`src/rtl/whack_scorer.sv`:
```
// Whack-a-mole scoring stage: judges button presses against the mole position, keeps BCD score/misses.
// Optional macro WHACK_TIMEOUT_MISS_EN: an escaped (unhit) mole also counts as a miss.
module whack_scorer #(
    parameter int MAX_MISSES = 3
) (
    input  logic       i_clk,
    input  logic       i_restart_game,
    input  logic [4:0] i_buttons,
    input  logic [2:0] i_mole_position,
    input  logic       i_position_changed,
    output logic       o_change_position,
    output logic       o_hit,
    output logic [3:0] o_score_ones,
    output logic [3:0] o_score_tens,
    output logic [1:0] o_misses,
    output logic       o_game_over
);

    typedef enum logic [1:0] {WAIT_MOLE, ARMED, HIT_WAIT, OVER} state_t;

    localparam logic [1:0] MAX_M = 2'(MAX_MISSES);

    state_t     state, state_nxt;
    logic [4:0] btn_prev, press, mole_mask;
    logic       hit_q, miss_q, chg_q;
    logic       hit_r, hit_nxt;
    logic [3:0] ones_nxt, tens_nxt;
    logic [1:0] misses_nxt, misses_inc;

    // Positions 5..7 shift the bit out, so no single-bit press can match them.
    assign mole_mask  = 5'd1 << i_mole_position;
    assign press      = i_buttons & ~btn_prev;
    assign misses_inc = o_misses + 2'd1;

    assign o_hit             = hit_r;
    assign o_change_position = hit_r;

    // Press classification and strobe are registered first; the FSM acts one edge later.
    always_ff @(posedge i_clk) begin
        btn_prev <= i_buttons;
        if (i_restart_game) begin
            hit_q  <= 1'b0;
            miss_q <= 1'b0;
            chg_q  <= 1'b0;
        end else begin
            hit_q  <= (press != 5'd0) && (press == mole_mask);
            miss_q <= (press != 5'd0) && (press != mole_mask);
            chg_q  <= i_position_changed;
        end
    end

    always_comb begin
        state_nxt  = state;
        hit_nxt    = 1'b0;
        ones_nxt   = o_score_ones;
        tens_nxt   = o_score_tens;
        misses_nxt = o_misses;
        case (state)
            WAIT_MOLE: if (chg_q) state_nxt = ARMED;
            ARMED: begin
                if (chg_q) begin
`ifdef WHACK_TIMEOUT_MISS_EN
                    misses_nxt = misses_inc;
                    if (misses_inc == MAX_M) state_nxt = OVER;
`endif
                end else if (hit_q) begin
                    hit_nxt   = 1'b1;
                    state_nxt = HIT_WAIT;
                    if (!(o_score_ones == 4'd9 && o_score_tens == 4'd9)) begin
                        if (o_score_ones == 4'd9) begin
                            ones_nxt = 4'd0;
                            tens_nxt = o_score_tens + 4'd1;
                        end else begin
                            ones_nxt = o_score_ones + 4'd1;
                        end
                    end
                end else if (miss_q) begin
                    misses_nxt = misses_inc;
                    if (misses_inc == MAX_M) state_nxt = OVER;
                end
            end
            HIT_WAIT:  if (chg_q) state_nxt = ARMED;
            default:   state_nxt = OVER;
        endcase
    end

    always_ff @(posedge i_clk) begin
        if (i_restart_game) begin
            state        <= WAIT_MOLE;
            hit_r        <= 1'b0;
            o_score_ones <= 4'd0;
            o_score_tens <= 4'd0;
            o_misses     <= 2'd0;
            o_game_over  <= 1'b0;
        end else begin
            state        <= state_nxt;
            hit_r        <= hit_nxt;
            o_score_ones <= ones_nxt;
            o_score_tens <= tens_nxt;
            o_misses     <= misses_nxt;
            o_game_over  <= (state_nxt == OVER);
        end
    end

endmodule

```
`config.mk`:
```
export PLATFORM = sky130hd
export DESIGN_NAME = whack_scorer
export DESIGN_NICKNAME = d
export VERILOG_FILES = /design/src/rtl/whack_scorer.sv
export SDC_FILE = /design/constraint.sdc
export NUM_CORES = 1
export LEC_CHECK = 0
export BUFFER_PORTS_ARGS = -buffer_cell sky130_fd_sc_hd__buf_2
export CORE_MARGIN = 2
export CORE_UTILIZATION = 40
export CTS_CLUSTER_DIAMETER = 100
export DETAILED_ROUTE_END_ITERATION = 16
export GPL_TIMING_DRIVEN = 0
export SYNTH_ARGS = -nofsm -noshare
export SYNTH_HDL_FRONTEND = slang
export SYNTH_SLANG_ARGS = --single-unit
```
`constraint.sdc`:
```
create_clock -name i_clk -period 1.5 [get_ports i_clk]
set_input_delay 0.15 -clock i_clk [delete_from_list [all_inputs] [get_ports i_clk]]
set_output_delay 0.15 -clock i_clk [all_outputs]
set_load 0.02 [all_outputs]
```
# [After elaboration in Yosys (flattened, before gate mapping)]
# Cells that the tools add are included.
# W data, S select, Z words.
[classes] addsub=3 eq_ne=8 shifts=1 muxes=8 bitwise_logic=6 reduce_logical=10
[op_table] op="$mux W2" n=5
[op_table] op="$add A4 B1 Y4 const B" n=2
[op_table] op="$eq A4 B4 Y1 const B" n=2
[op_table] op="$reduce_and A4 Y1" n=2
[op_table] op="$eq A2 B2 Y1 const B" n=3
[op_table] op="$and A5 B5 Y5" n=1
[op_table] op="$eq A5 B5 Y1" n=1
[op_table] op="$ne A5 B5 Y1" n=1
[op_table] op="$not A5 Y5" n=1
[op_table] op="$reduce_and A5 Y1" n=1
[op_table] op="$reduce_bool A5 Y1" n=1
[op_table] op="$shl A1 B3 Y5 const A" n=1
[op_table] op="$mux W4" n=1
[op_table] op="$not A1 Y1" n=4
[op_table] op="$pmux W2 S2" n=1
[op_table] op="$logic_and A1 B1 Y1" n=3
[op_table] op="$reduce_or A3 Y1" n=1
[op_table] op="$add A2 B1 Y2 const B" n=1
[op_table] op="$eq A2 B1 Y1 const B" n=1
[op_table] op="$logic_not A2 Y1" n=1
[op_table] op="$reduce_or A2 Y1" n=1
[op_table] op="$mux W1" n=1
[totals] regBits=22 inputBits=11 out_inout_bits=13 word_cells=46

# [Longest topological paths before layout]
# Gate-level depths: netlist (run 1).
[depth] word_depth=8 mapped_depth=7

# [Worst setup path before layout (run 1)]
# OpenSTA, ideal clock, no wires.
[synth_path] path_kind="reg2reg" startpoint="register o_score_tens[1]" endpoint="register o_score_tens[3]" arrival_ps=1478 t_required_ps=1429 setup_slack_ps=-49 path_stages_with_launch=7 n_path_buf=0 synth_period_minus_slack_ps=1549 cell_sequence="dfxtp_1 inv_1 ha_1 nand3b_1 nand4_4 or3_1 a21oi_1"
[synth_via] elab_chain_cells=4 word_cells_on_any_way=5 cone_classes="1 x add/sub; 1 x eq/ne; 1 x bitwise; 2 x reduce/logical"
[synth_rtl] item="from (decl)" line="14" rtl="output logic [3:0] o_score_tens,"
[synth_rtl] item="from (signal assigned)" line="99" rtl="o_score_tens <= tens_nxt;"
[synth_rtl] item="$eq A4 B4 Y1" line="69" rtl="if (!(o_score_ones == 4'd9 && o_score_tens == 4'd9)) begin"
[synth_rtl] item="$logic_and A1 B1 Y1" line="69"
[synth_rtl] item="$not A1 Y1 (no line)"
[synth_rtl] item="$reduce_and A5 Y1 (no line)"
# Several ways; a longest one is shown, not always the timed one.
# A chain may end at the register's enable or synchronous reset.

# [Final worst setup path (run 1)]
[layout_path] startpoint="input port i_buttons[3]" endpoint="register hit_q"
[layout_via] elab_chain_cells=3 word_cells_on_any_way=4 cone_classes="1 x eq/ne; 1 x bitwise; 2 x reduce/logical"
[layout_rtl] item="from (decl)" line="8" rtl="input logic [4:0] i_buttons,"
[layout_rtl] item="$and A5 B5 Y5 (*)" line="32" rtl="assign press = i_buttons & ~btn_prev;"
[layout_rtl] item="$eq A5 B5 Y1 / $reduce_bool A5 Y1 (equally long branches)" line="46" rtl="hit_q <= (press != 5'd0) && (press == mole_mask);"
[layout_rtl] item="$logic_and A1 B1 Y1 (*)" line="46"
[layout_rtl] item="to (signal assigned)" line="46"
[layout_rtl] item="to (decl)" line="25" rtl="logic hit_q, miss_q, chg_q;"
# Every way passes the cells marked *; elsewhere a longest branch is shown, timed or not.

==> flow_metrics.env, run 1 <==
export IMPL_grtUsageTotal_pct=13.38
export IMPL_tritoncts="yes"
export IMPL_gp_congestion=0.7047
export IMPL_area_growth_pct=30.00
export IMPL_cellPowerDensity_nw_per_um2=877.0
export IMPL_drc_errors=0
export IMPL_syn_nets=119
export IMPL_clk_pin_slew_ns=0.12
export IMPL_synth_avg_cell_area_sq_um=9.771
export IMPL_layout_nets=156
export IMPL_grt_pass1_vias=680
export IMPL_hp_class="in2reg"
export IMPL_netlist_instances=105
export IMPL_max_slew_worst_pin_slew_ns=0.4618
export IMPL_drive_gt1_share_pct=36.17
export IMPL_portBuffers=23
export IMPL_cts_buffers=3
export IMPL_hold_viol_final=0
export IMPL_htreeDepth=1
export IMPL_critical_path_required_ns=1.73
export IMPL_final_setup_skew_ns=0.004617
export IMPL_synth_edf_count=0
export IMPL_cp_max_fo=5
export IMPL_synth_cell_type_count=39
export IMPL_grt_max_degree=14
export IMPL_grt_overflow_total=0
export IMPL_cp_end_kind="register"
export IMPL_die_h_microns=54.65
export IMPL_cp_start_kind="input pin"
export IMPL_antenna_left=0
export IMPL_yosys_area_share_xor_xnor_pct=3.415
export IMPL_outcome="complete, no violations"
export IMPL_fin_crit_ns=1.457
export IMPL_synth_compound_area_share_pct=12.93
export IMPL_pin_count=24
export IMPL_multi_input_area_sq_um=560.5
export IMPL_grt_pass1_wl_mm=2.808
export IMPL_drt_iter0_markers=5
export IMPL_synth_area_sq_um=1026
export IMPL_fillers=225
export IMPL_ys_flop_type="dfxtp_1"
export IMPL_hpwl_mm=1.318
export IMPL_rows=18
export IMPL_yosysWarnings=0
export IMPL_die_w_microns=54.65
export IMPL_initial_core_util_pct=41.79
export IMPL_crit_type="in2reg"
export IMPL_ys_ff_latch=22
export IMPL_fmax_mhz=686.2
export IMPL_drt_first_pass_iters=4
export IMPL_slew_violations=0
export IMPL_setup_viol=0
export IMPL_vias=828
export IMPL_synthMuxAreaShare_pct=3.049
export IMPL_finalCritPeriodShare_pct=97.15
export IMPL_synth_async_reset_ratio_pct=0
export IMPL_clockBufferDepth=2
export IMPL_p_leak_uw=0.0005564
export IMPL_relSlewSlack_pct=69.22
export IMPL_antennaDiodeCount=0
export IMPL_timing_hold_ws_ns=0.04590
export IMPL_dieArea_sq_um=2986
export IMPL_ys_seq_area_share_pct=42.93
export IMPL_core_sq_um=2455
export IMPL_clk_latency_ns=0.31
export IMPL_synth_simple_gate_area_share_pct=30.24
export IMPL_drt_total_wl_mm=1.792
export IMPL_cts_root_buf="clkbuf_4"
export IMPL_critPathArrivalTime_ns=1.69
export IMPL_cts_sinks=22
export IMPL_drv_cap=0
export IMPL_wire_per_inst_microns=10.48
export IMPL_finalPower_uw=1170
export IMPL_antenna_found_initial=0
export IMPL_synth_top_family_by_area="simple AND/OR/NAND/NOR gates"
export IMPL_regArea_sq_um=449.2
export IMPL_synth_adder_area_share_pct=3.659
export IMPL_via_per_inst=4.842
export IMPL_vdd_drop_max_v=0.0007824
-- metrics by stage --
step                util [%]  setup TNS, ns  setup slack (ns)  area, sq um  instances
finish                 54.33              0           0.04277         1334        171
floorplan                  -              0           0.03556         1027        105
global placement       48.06              0           0.07123         1180        158
detailed placement     48.06              0           0.03630         1180        158
CTS                    52.24              0           0.02111         1282        167
global route           54.33      -0.005126         -0.005126         1334        171
-- cell usage after synthesis, types with 2 or more instances --
master	instances	area, sq um
dfxtp_1	22	440.4
nor2_1	12	45.04
a21oi_1	6	30.03
inv_1	6	22.52
nand2b_1	4	25.02
nand3_1	4	20.02
nor2b_1	4	25.02
and2_1	3	18.77
ha_1	3	37.54
nand2_1	3	11.26
xnor2_1	3	26.28
a211oi_1	2	15.01
mux2i_1	2	20.02
nand2b_4	2	27.53
nand3b_1	2	15.01
o21ai_0	2	10.01
o21ai_1	2	10.01
or3_1	2	12.51
-- state kept, by name (all words and copies together), names as in the netlist --
name / cells
o_score_tens: 4
o_score_ones: 4
o_game_over: 1
o_change_position: 1
miss_q: 1
btn_prev: 5
state: 2
chg_q: 1
o_misses: 2
hit_q: 1
-- power by group --
part	internal [uW]	total, uW	switching, uW
registers	601	613	11.4
logic	57.3	111	53.3
clock network	270	446	176
-- worst max-delay path: stages --
cell and delay (ns):
dlygate4sd3_1 0.53, buf_2 0.14, nand2b_4 0.09, mux2_2 0.34
o2bb2ai_2 0.15, o21ai_2 0.07, a311oi_2 0.22
-- cell families (layout without fill, tap and decap cells) --
kind of cell	Yosys count	in the layout
XOR/XNOR	4	4
buffers and inverters	9	45
adder cells (fa/ha/maj)	3	3
AO/OA/AOI/OAI	19	19
multiplexers	3	3
AND/OR/NAND/NOR	45	45
flip-flops	22	22
-- area by class of cell --
type                            count  share of cell area (%)
Multi-Input combinational cell     74                   42.03
Sequential cell                    22                   33.68
Timing Repair Buffer               32                   14.63
Tap cell                           30                   2.814
Clock inverter                      1                   2.251
Clock buffer                        3                   1.689
Inverter                            6                   1.689
Buffer                              3                   1.220
-- layer usage --
| layer | part of all wire [%] | vias to the layer above | GRT usage, % |
|---|---|---|---|
| met3 | 5.4 | 2 | 5.738 |
| met5 | 0 | - | 0 |
| met1 | 47 | 377 | 16.53 |
| met4 | 0.89 | 0 | 2.500 |
| met2 | 47 | 17 | 21.63 |
| li1 | - | 432 | - |
-- final timing paths --
path | slack (ns) | end | cells after the start | from
setup / recovery | 0.04 | hit_q$_SDFF_PP0_ | 7 | i_buttons[3]
hold / removal | 0.05 | chg_q$_SDFF_PP0_ | 2 | i_position_changed
setup reg to reg | 0.08 | o_score_tens[3]$_SDFFE_PP0P_ | 6 | o_score_tens[1]$_SDFFE_PP0P_
hold reg to reg | 0.53 | o_misses[1]$_SDFFE_PP0P_ | 2 | o_misses[1]$_SDFFE_PP0P_
-- timing repair --
action | 4_1_cts | 5_1_grt
setup buffers | 0 | 4
endpoints found under the hold margin | 5 | 0
hold buffers | 5 | 0
gates resized for setup | 0 | 8
endpoints found under the setup margin | 0 | 3
-- placed cells by master (no fill, tap or decap), drive strengths merged, types with 2 or more instances in the layout --
| cell type | synthesis | layout |
|---|---|---|
| nand2b | 6 | 6 |
| clkbuf | 1 | 4 |
| and4bb | 2 | 2 |
| dfxtp | 22 | 22 |
| buf | 2 | 29 |
| dlygate4sd3 | 0 | 5 |
| inv | 6 | 6 |
| nand2 | 3 | 3 |
| o21ai | 4 | 4 |
| a211oi | 3 | 3 |
| nand3b | 2 | 2 |
| and2 | 3 | 3 |
| or3 | 2 | 2 |
| nand3 | 4 | 4 |
| mux2i | 2 | 2 |
| nor2b | 5 | 5 |
| ha | 3 | 3 |
| a21oi | 6 | 6 |
| xnor2 | 3 | 3 |
| nor2 | 12 | 12 |
(Power assumes the default switching activity.)
==> run 2, diff against run 1 <==
==> constraint.sdc (replaced) <==
create_clock -name i_clk -period 1.5 [get_ports i_clk]
set_input_delay 0 -clock i_clk [delete_from_list [all_inputs] [get_ports i_clk]]
set_output_delay 0 -clock i_clk [all_outputs]
set_load 0.02 [all_outputs]
==> flow_metrics.env, run 2 (synthesis gave the netlist of run 1 again) <==
export IMPL_outcome="complete, no violations"
export IMPL_grt_max_degree=14
export IMPL_finalCritPeriodShare_pct=95.63
export IMPL_cts_sinks=22
export IMPL_antenna_left=0
export IMPL_largestRegisters="btn_prev: 5 flops, o_score_ones: 4 flops, o_score_tens: 4 flops"
export IMPL_critPathArrivalTime_ns=1.66
export IMPL_final_common_cell="buf_2"
export IMPL_layoutNonFillerInstCount=174
export IMPL_dp_cells=158
export IMPL_die_w_microns=54.65
export IMPL_rows=18
export IMPL_grt_overflow_total=0
export IMPL_fin_area_sq_um=1363
export IMPL_slew_violations=0
export IMPL_r2r_cells=6
export IMPL_gr_usage_met3_pct=5.738
export IMPL_layout_common_cells="buf_2 (24), dfxtp_1 (17), nor2_1 (12)"
export IMPL_cellPowerDensity_nw_per_um2=862.5
export IMPL_drt_total_wl_mm=1.829
export IMPL_fmax_mhz=697.1
export IMPL_layout_nets=159
export IMPL_cts_root_buf="clkbuf_4"
export IMPL_core_sq_um=2455
export IMPL_crit_cells=7
export IMPL_grt_busiest_layer="met2"
export IMPL_initial_core_util_pct=41.79
export IMPL_area_growth_pct=32.81
export IMPL_crit_path_top_delay_cell="dlygate4sd3_1"
export IMPL_setup_viol=0
export IMPL_hp_class="in2reg"
export IMPL_grt_pass1_vias=695
export IMPL_antenna_found_initial=0
export IMPL_gr_usage_met1_pct=16.36
export IMPL_fillers=217
export IMPL_via_per_inst=4.787
export IMPL_drt_iter0_markers=5
export IMPL_drt_first_pass_iters=4
export IMPL_pin_count=24
export IMPL_vias=833
export IMPL_gp_congestion=0.7047
export IMPL_critical_path_max_stage_delay_ns=0.53
export IMPL_hpwl_mm=1.318
export IMPL_hold_depth=4
export IMPL_critical_path_required_ns=1.73
export IMPL_clk_latency_ns=0.31
export IMPL_path_cells="dlygate4sd3_1 > buf_2 > nor2b_4 > or3_4 > a211oi_2 > o21ai_2 > a311oi_2"
export IMPL_cp_top_family="buffers and inverters"
export IMPL_max_slew_worst_pin_slew_ns=0.4617
export IMPL_crit_type="in2reg"
export IMPL_cp_start_kind="input pin"
export IMPL_fin_crit_ns=1.434
export IMPL_antennaDiodeCount=0
export IMPL_largest_register_ffs=5
export IMPL_grt_pass1_wl_mm=2.842
export IMPL_grtUsageTotal_pct=13.55
export IMPL_final_setup_skew_ns=0.003865
export IMPL_dieArea_sq_um=2986
export IMPL_cts_buffers=3
export IMPL_cp_end_kind="register"
export IMPL_placedInstanceArea_sq_um=1180
export IMPL_tritoncts="yes"
export IMPL_portBuffers=23
export IMPL_drive_gt1_share_pct=35.42
export IMPL_wire_per_inst_microns=10.51
export IMPL_p_leak_uw=0.0005707
export IMPL_hold_viol_final=0
export IMPL_grt_use_met2_pct=22.42
export IMPL_die_h_microns=54.65
export IMPL_relSlewSlack_pct=69.22
export IMPL_clk_pin_slew_ns=0.12
export IMPL_drv_cap=0
export IMPL_cp_max_fo=4
export IMPL_drc_errors=0
export IMPL_worst_path_buf_inv=2
export IMPL_regMostFlops="btn_prev"
export IMPL_htreeDepth=1
export IMPL_clockBufferDepth=2
export IMPL_vdd_drop_max_v=0.0007814
-- run 2: stage by stage --
stage               util, %  setup slack [ns]  setup TNS [ns]  hold WS, ns  total power [uW]
finish                55.50           0.06558               0      0.03967              1175
global route          55.50         -0.005126       -0.005126      0.06999              1229
CTS                   53.47           0.02111               0      0.09072              1192
detailed placement    48.06           0.03630               0       0.1221             723.7
global placement      48.06           0.07123               0       0.1167             720.1
floorplan                 -           0.03556               0      0.02772             686.7
-- run 2: routing by layer --
layer	wire length, microns	vias up
met5	0	-
met4	16	0
met3	95	2
met2	861	17
met1	856	376
li1	-	438
-- run 2: cell type report --
type	count	area [sq um]	area share, %
Tap cell	30	37.54	2.755
Sequential cell	22	449.2	32.97
Multi-Input combinational cell	74	559.3	41.05
Clock inverter	1	30.03	2.204
Buffer	3	16.27	1.194
Inverter	6	22.52	1.653
Timing Repair Buffer	35	225.2	16.53
Clock buffer	3	22.52	1.653
-- run 2: where the power goes --
part           total [uW]  internal (uW)  switching (uW)
clock network         448            270             177
logic                 115           61.9            53.0
registers             613            601            11.4
-- run 2: worst paths after layout --
kind	startpoint	to	slack [ns]
max	i_buttons[1]	hit_q$_SDFF_PP0_	0.07
min	i_mole_position[0]	hit_q$_SDFF_PP0_	0.04
max reg2reg	o_score_tens[1]$_SDFFE_PP0P_	o_score_tens[3]$_SDFFE_PP0P_	0.08
min reg2reg	o_misses[1]$_SDFFE_PP0P_	o_misses[1]$_SDFFE_PP0P_	0.53
-- run 2: repair_timing --
action	4_1_cts	5_1_grt
setup endpoints to repair	0	3
endpoints found under the hold margin	10	0
buffers inserted	0	4
resized for setup	0	8
hold buffers	8	0
-- run 2: worst register-to-register path, delay by kind of cell, from the launching register on --
family | cells | cell delay, ns
flops | 1 | 0.38
buf+inv | 1 | 0.04
fa+ha+maj | 1 | 0.16
compound gates | 1 | 0.11
simple gates | 3 | 0.68
==> run 3, diff against run 2 <==
==> constraint.sdc (replaced) <==
create_clock -name i_clk -period 1.5 [get_ports i_clk]
set_input_delay 0 -clock i_clk [delete_from_list [all_inputs] [get_ports i_clk]]
set_output_delay 0 -clock i_clk [all_outputs]
set_load 0.1 [all_outputs]
==> flow_metrics.env, run 3 (synthesis gave the netlist of run 1 again) <==
export IMPL_core_sq_um=2455
export IMPL_grt_pass1_wl_mm=2.877
export IMPL_drt_first_pass_iters=4
export IMPL_vdd_drop_max_v=0.0004941
export IMPL_path_cells="dlygate4sd3_1 > buf_2 > nor2b_4 > or3_4 > a211oi_2 > o21ai_2 > a311oi_2"
export IMPL_initial_core_util_pct=41.79
export IMPL_p_leak_uw=0.0005686
export IMPL_layout_nets=159
export IMPL_pin_count=24
export IMPL_fillers=220
export IMPL_wire_per_inst_microns=10.38
export IMPL_cp_max_fo=4
export IMPL_largestRegisters="btn_prev: 5 flops, o_score_ones: 4 flops, o_score_tens: 4 flops"
export IMPL_grt_pass1_vias=709
export IMPL_cts_sinks=22
export IMPL_gp_congestion=0.7188
export IMPL_finalCritPeriodShare_pct=94.73
export IMPL_die_h_microns=54.65
export IMPL_critical_path_required_ns=1.72
export IMPL_critical_path_max_stage_delay_ns=0.53
export IMPL_htreeDepth=1
export IMPL_final_setup_skew_ns=0.003123
export IMPL_finalPower_uw=1065
export IMPL_regMostFlops="btn_prev"
export IMPL_crit_type="in2reg"
export IMPL_cp_start_kind="input pin"
export IMPL_cp_top_family="buffers and inverters"
export IMPL_via_per_inst=4.724
export IMPL_clockBufferDepth=2
export IMPL_grt_max_degree=13
export IMPL_slew_violations=0
export IMPL_placedInstanceArea_sq_um=1199
export IMPL_cellPowerDensity_nw_per_um2=784.2
export IMPL_largest_register_ffs=5
export IMPL_drc_errors=0
export IMPL_max_slew_worst_pin_slew_ns=0.4848
export IMPL_cts_buffers=3
export IMPL_crit_path_top_delay_cell="dlygate4sd3_1"
export IMPL_die_w_microns=54.65
export IMPL_final_common_cell="buf_2"
export IMPL_hold_viol_final=0
export IMPL_grt_overflow_total=0
export IMPL_antennaDiodeCount=0
export IMPL_cts_root_buf="clkbuf_4"
export IMPL_fin_crit_ns=1.421
export IMPL_drt_total_wl_mm=1.806
export IMPL_dieArea_sq_um=2986
export IMPL_critPathArrivalTime_ns=1.65
export IMPL_drv_cap=0
export IMPL_setup_viol=0
export IMPL_drive_gt1_share_pct=38.89
export IMPL_area_growth_pct=32.32
export IMPL_rows=18
export IMPL_worst_path_buf_inv=2
export IMPL_vias=822
export IMPL_regArea_sq_um=461.7
export IMPL_layout_common_cells="buf_2 (23), nor2_1 (12), dfxtp_1 (11)"
export IMPL_cp_end_kind="register"
export IMPL_tritoncts="yes"
export IMPL_portBuffers=23
export IMPL_fmax_mhz=703.8
export IMPL_relSlewSlack_pct=67.90
export IMPL_hpwl_mm=1.339
export IMPL_fin_area_sq_um=1358
export IMPL_outcome="complete, no violations"
export IMPL_grtUsageTotal_pct=13.48
export IMPL_hp_class="in2reg"
export IMPL_clk_pin_slew_ns=0.12
export IMPL_drt_iter0_markers=8
export IMPL_clk_latency_ns=0.30
export IMPL_antenna_left=0
export IMPL_antenna_found_initial=0
export IMPL_multi_input_area_sq_um=555.5
## run 3: final timing paths
path	end	startpoint	slack, ns	cells past startpoint
setup / recovery	hit_q$_SDFF_PP0_	i_buttons[1]	0.08	7
hold / removal	hit_q$_SDFF_PP0_	i_mole_position[0]	0.06	4
setup reg to reg	o_score_ones[3]$_SDFFE_PP0P_	state[1]$_SDFF_PP0_	0.10	6
hold reg to reg	o_score_tens[3]$_SDFFE_PP0P_	o_score_tens[3]$_SDFFE_PP0P_	0.50	2
## run 3: final cells by class
class                   instances  share of cell area (%)
clock buffers                   4                   2.673
inverters                       6                   1.659
multi-input cells              74                   40.92
flip-flops and latches         22                   34.01
plain buffers                   3                   1.382
well taps                      30                   2.765
repair buffers                 35                   16.59
## run 3: through the flow
step | utilization, % | setup slack (ns) | hold WS [ns] | cells | setup TNS (ns)
after global placement | 48.83 | 0.06993 | 0.1171 | 158 | 0
after CTS | 53.57 | 0.004924 | 0.09803 | 170 | 0
after global routing | 55.30 | -0.009182 | 0.08744 | 174 | -0.009182
after floorplan | - | -0.1357 | 0.02772 | 105 | -0.1470
final | 55.30 | 0.07905 | 0.05921 | 174 | 0
after detailed placement | 48.83 | 0.03350 | 0.1225 | 158 | 0
## run 3: timing repair
item                       4_1_cts  5_1_grt
hold buffers                     8        0
setup buffers                    0        4
setup endpoints to repair        0        5
hold endpoints to repair        10        0
resized for setup                0        4
## run 3: report_power, final
group	switching [uW]	total (uW)	internal, uW
sequential	10.5	608	598
combinational	72.7	135	62.5
clock	173	321	148
## run 3: worst reg2reg max path, delay by kind of cell, from the launching register on
kind	cells	cell delay, ns
and+or+nand+nor	4	0.58
buffers and inverters	1	0.15
DFF	1	0.38
muxes	1	0.17
## run 3: per-layer routing
metal	global-route usage, %	up-vias	routed length (microns)
li1	-	444	-
met1	17.33	362	895
met2	21.63	14	830
met3	2.459	2	64
met4	6.250	0	15
met5	0	-	0
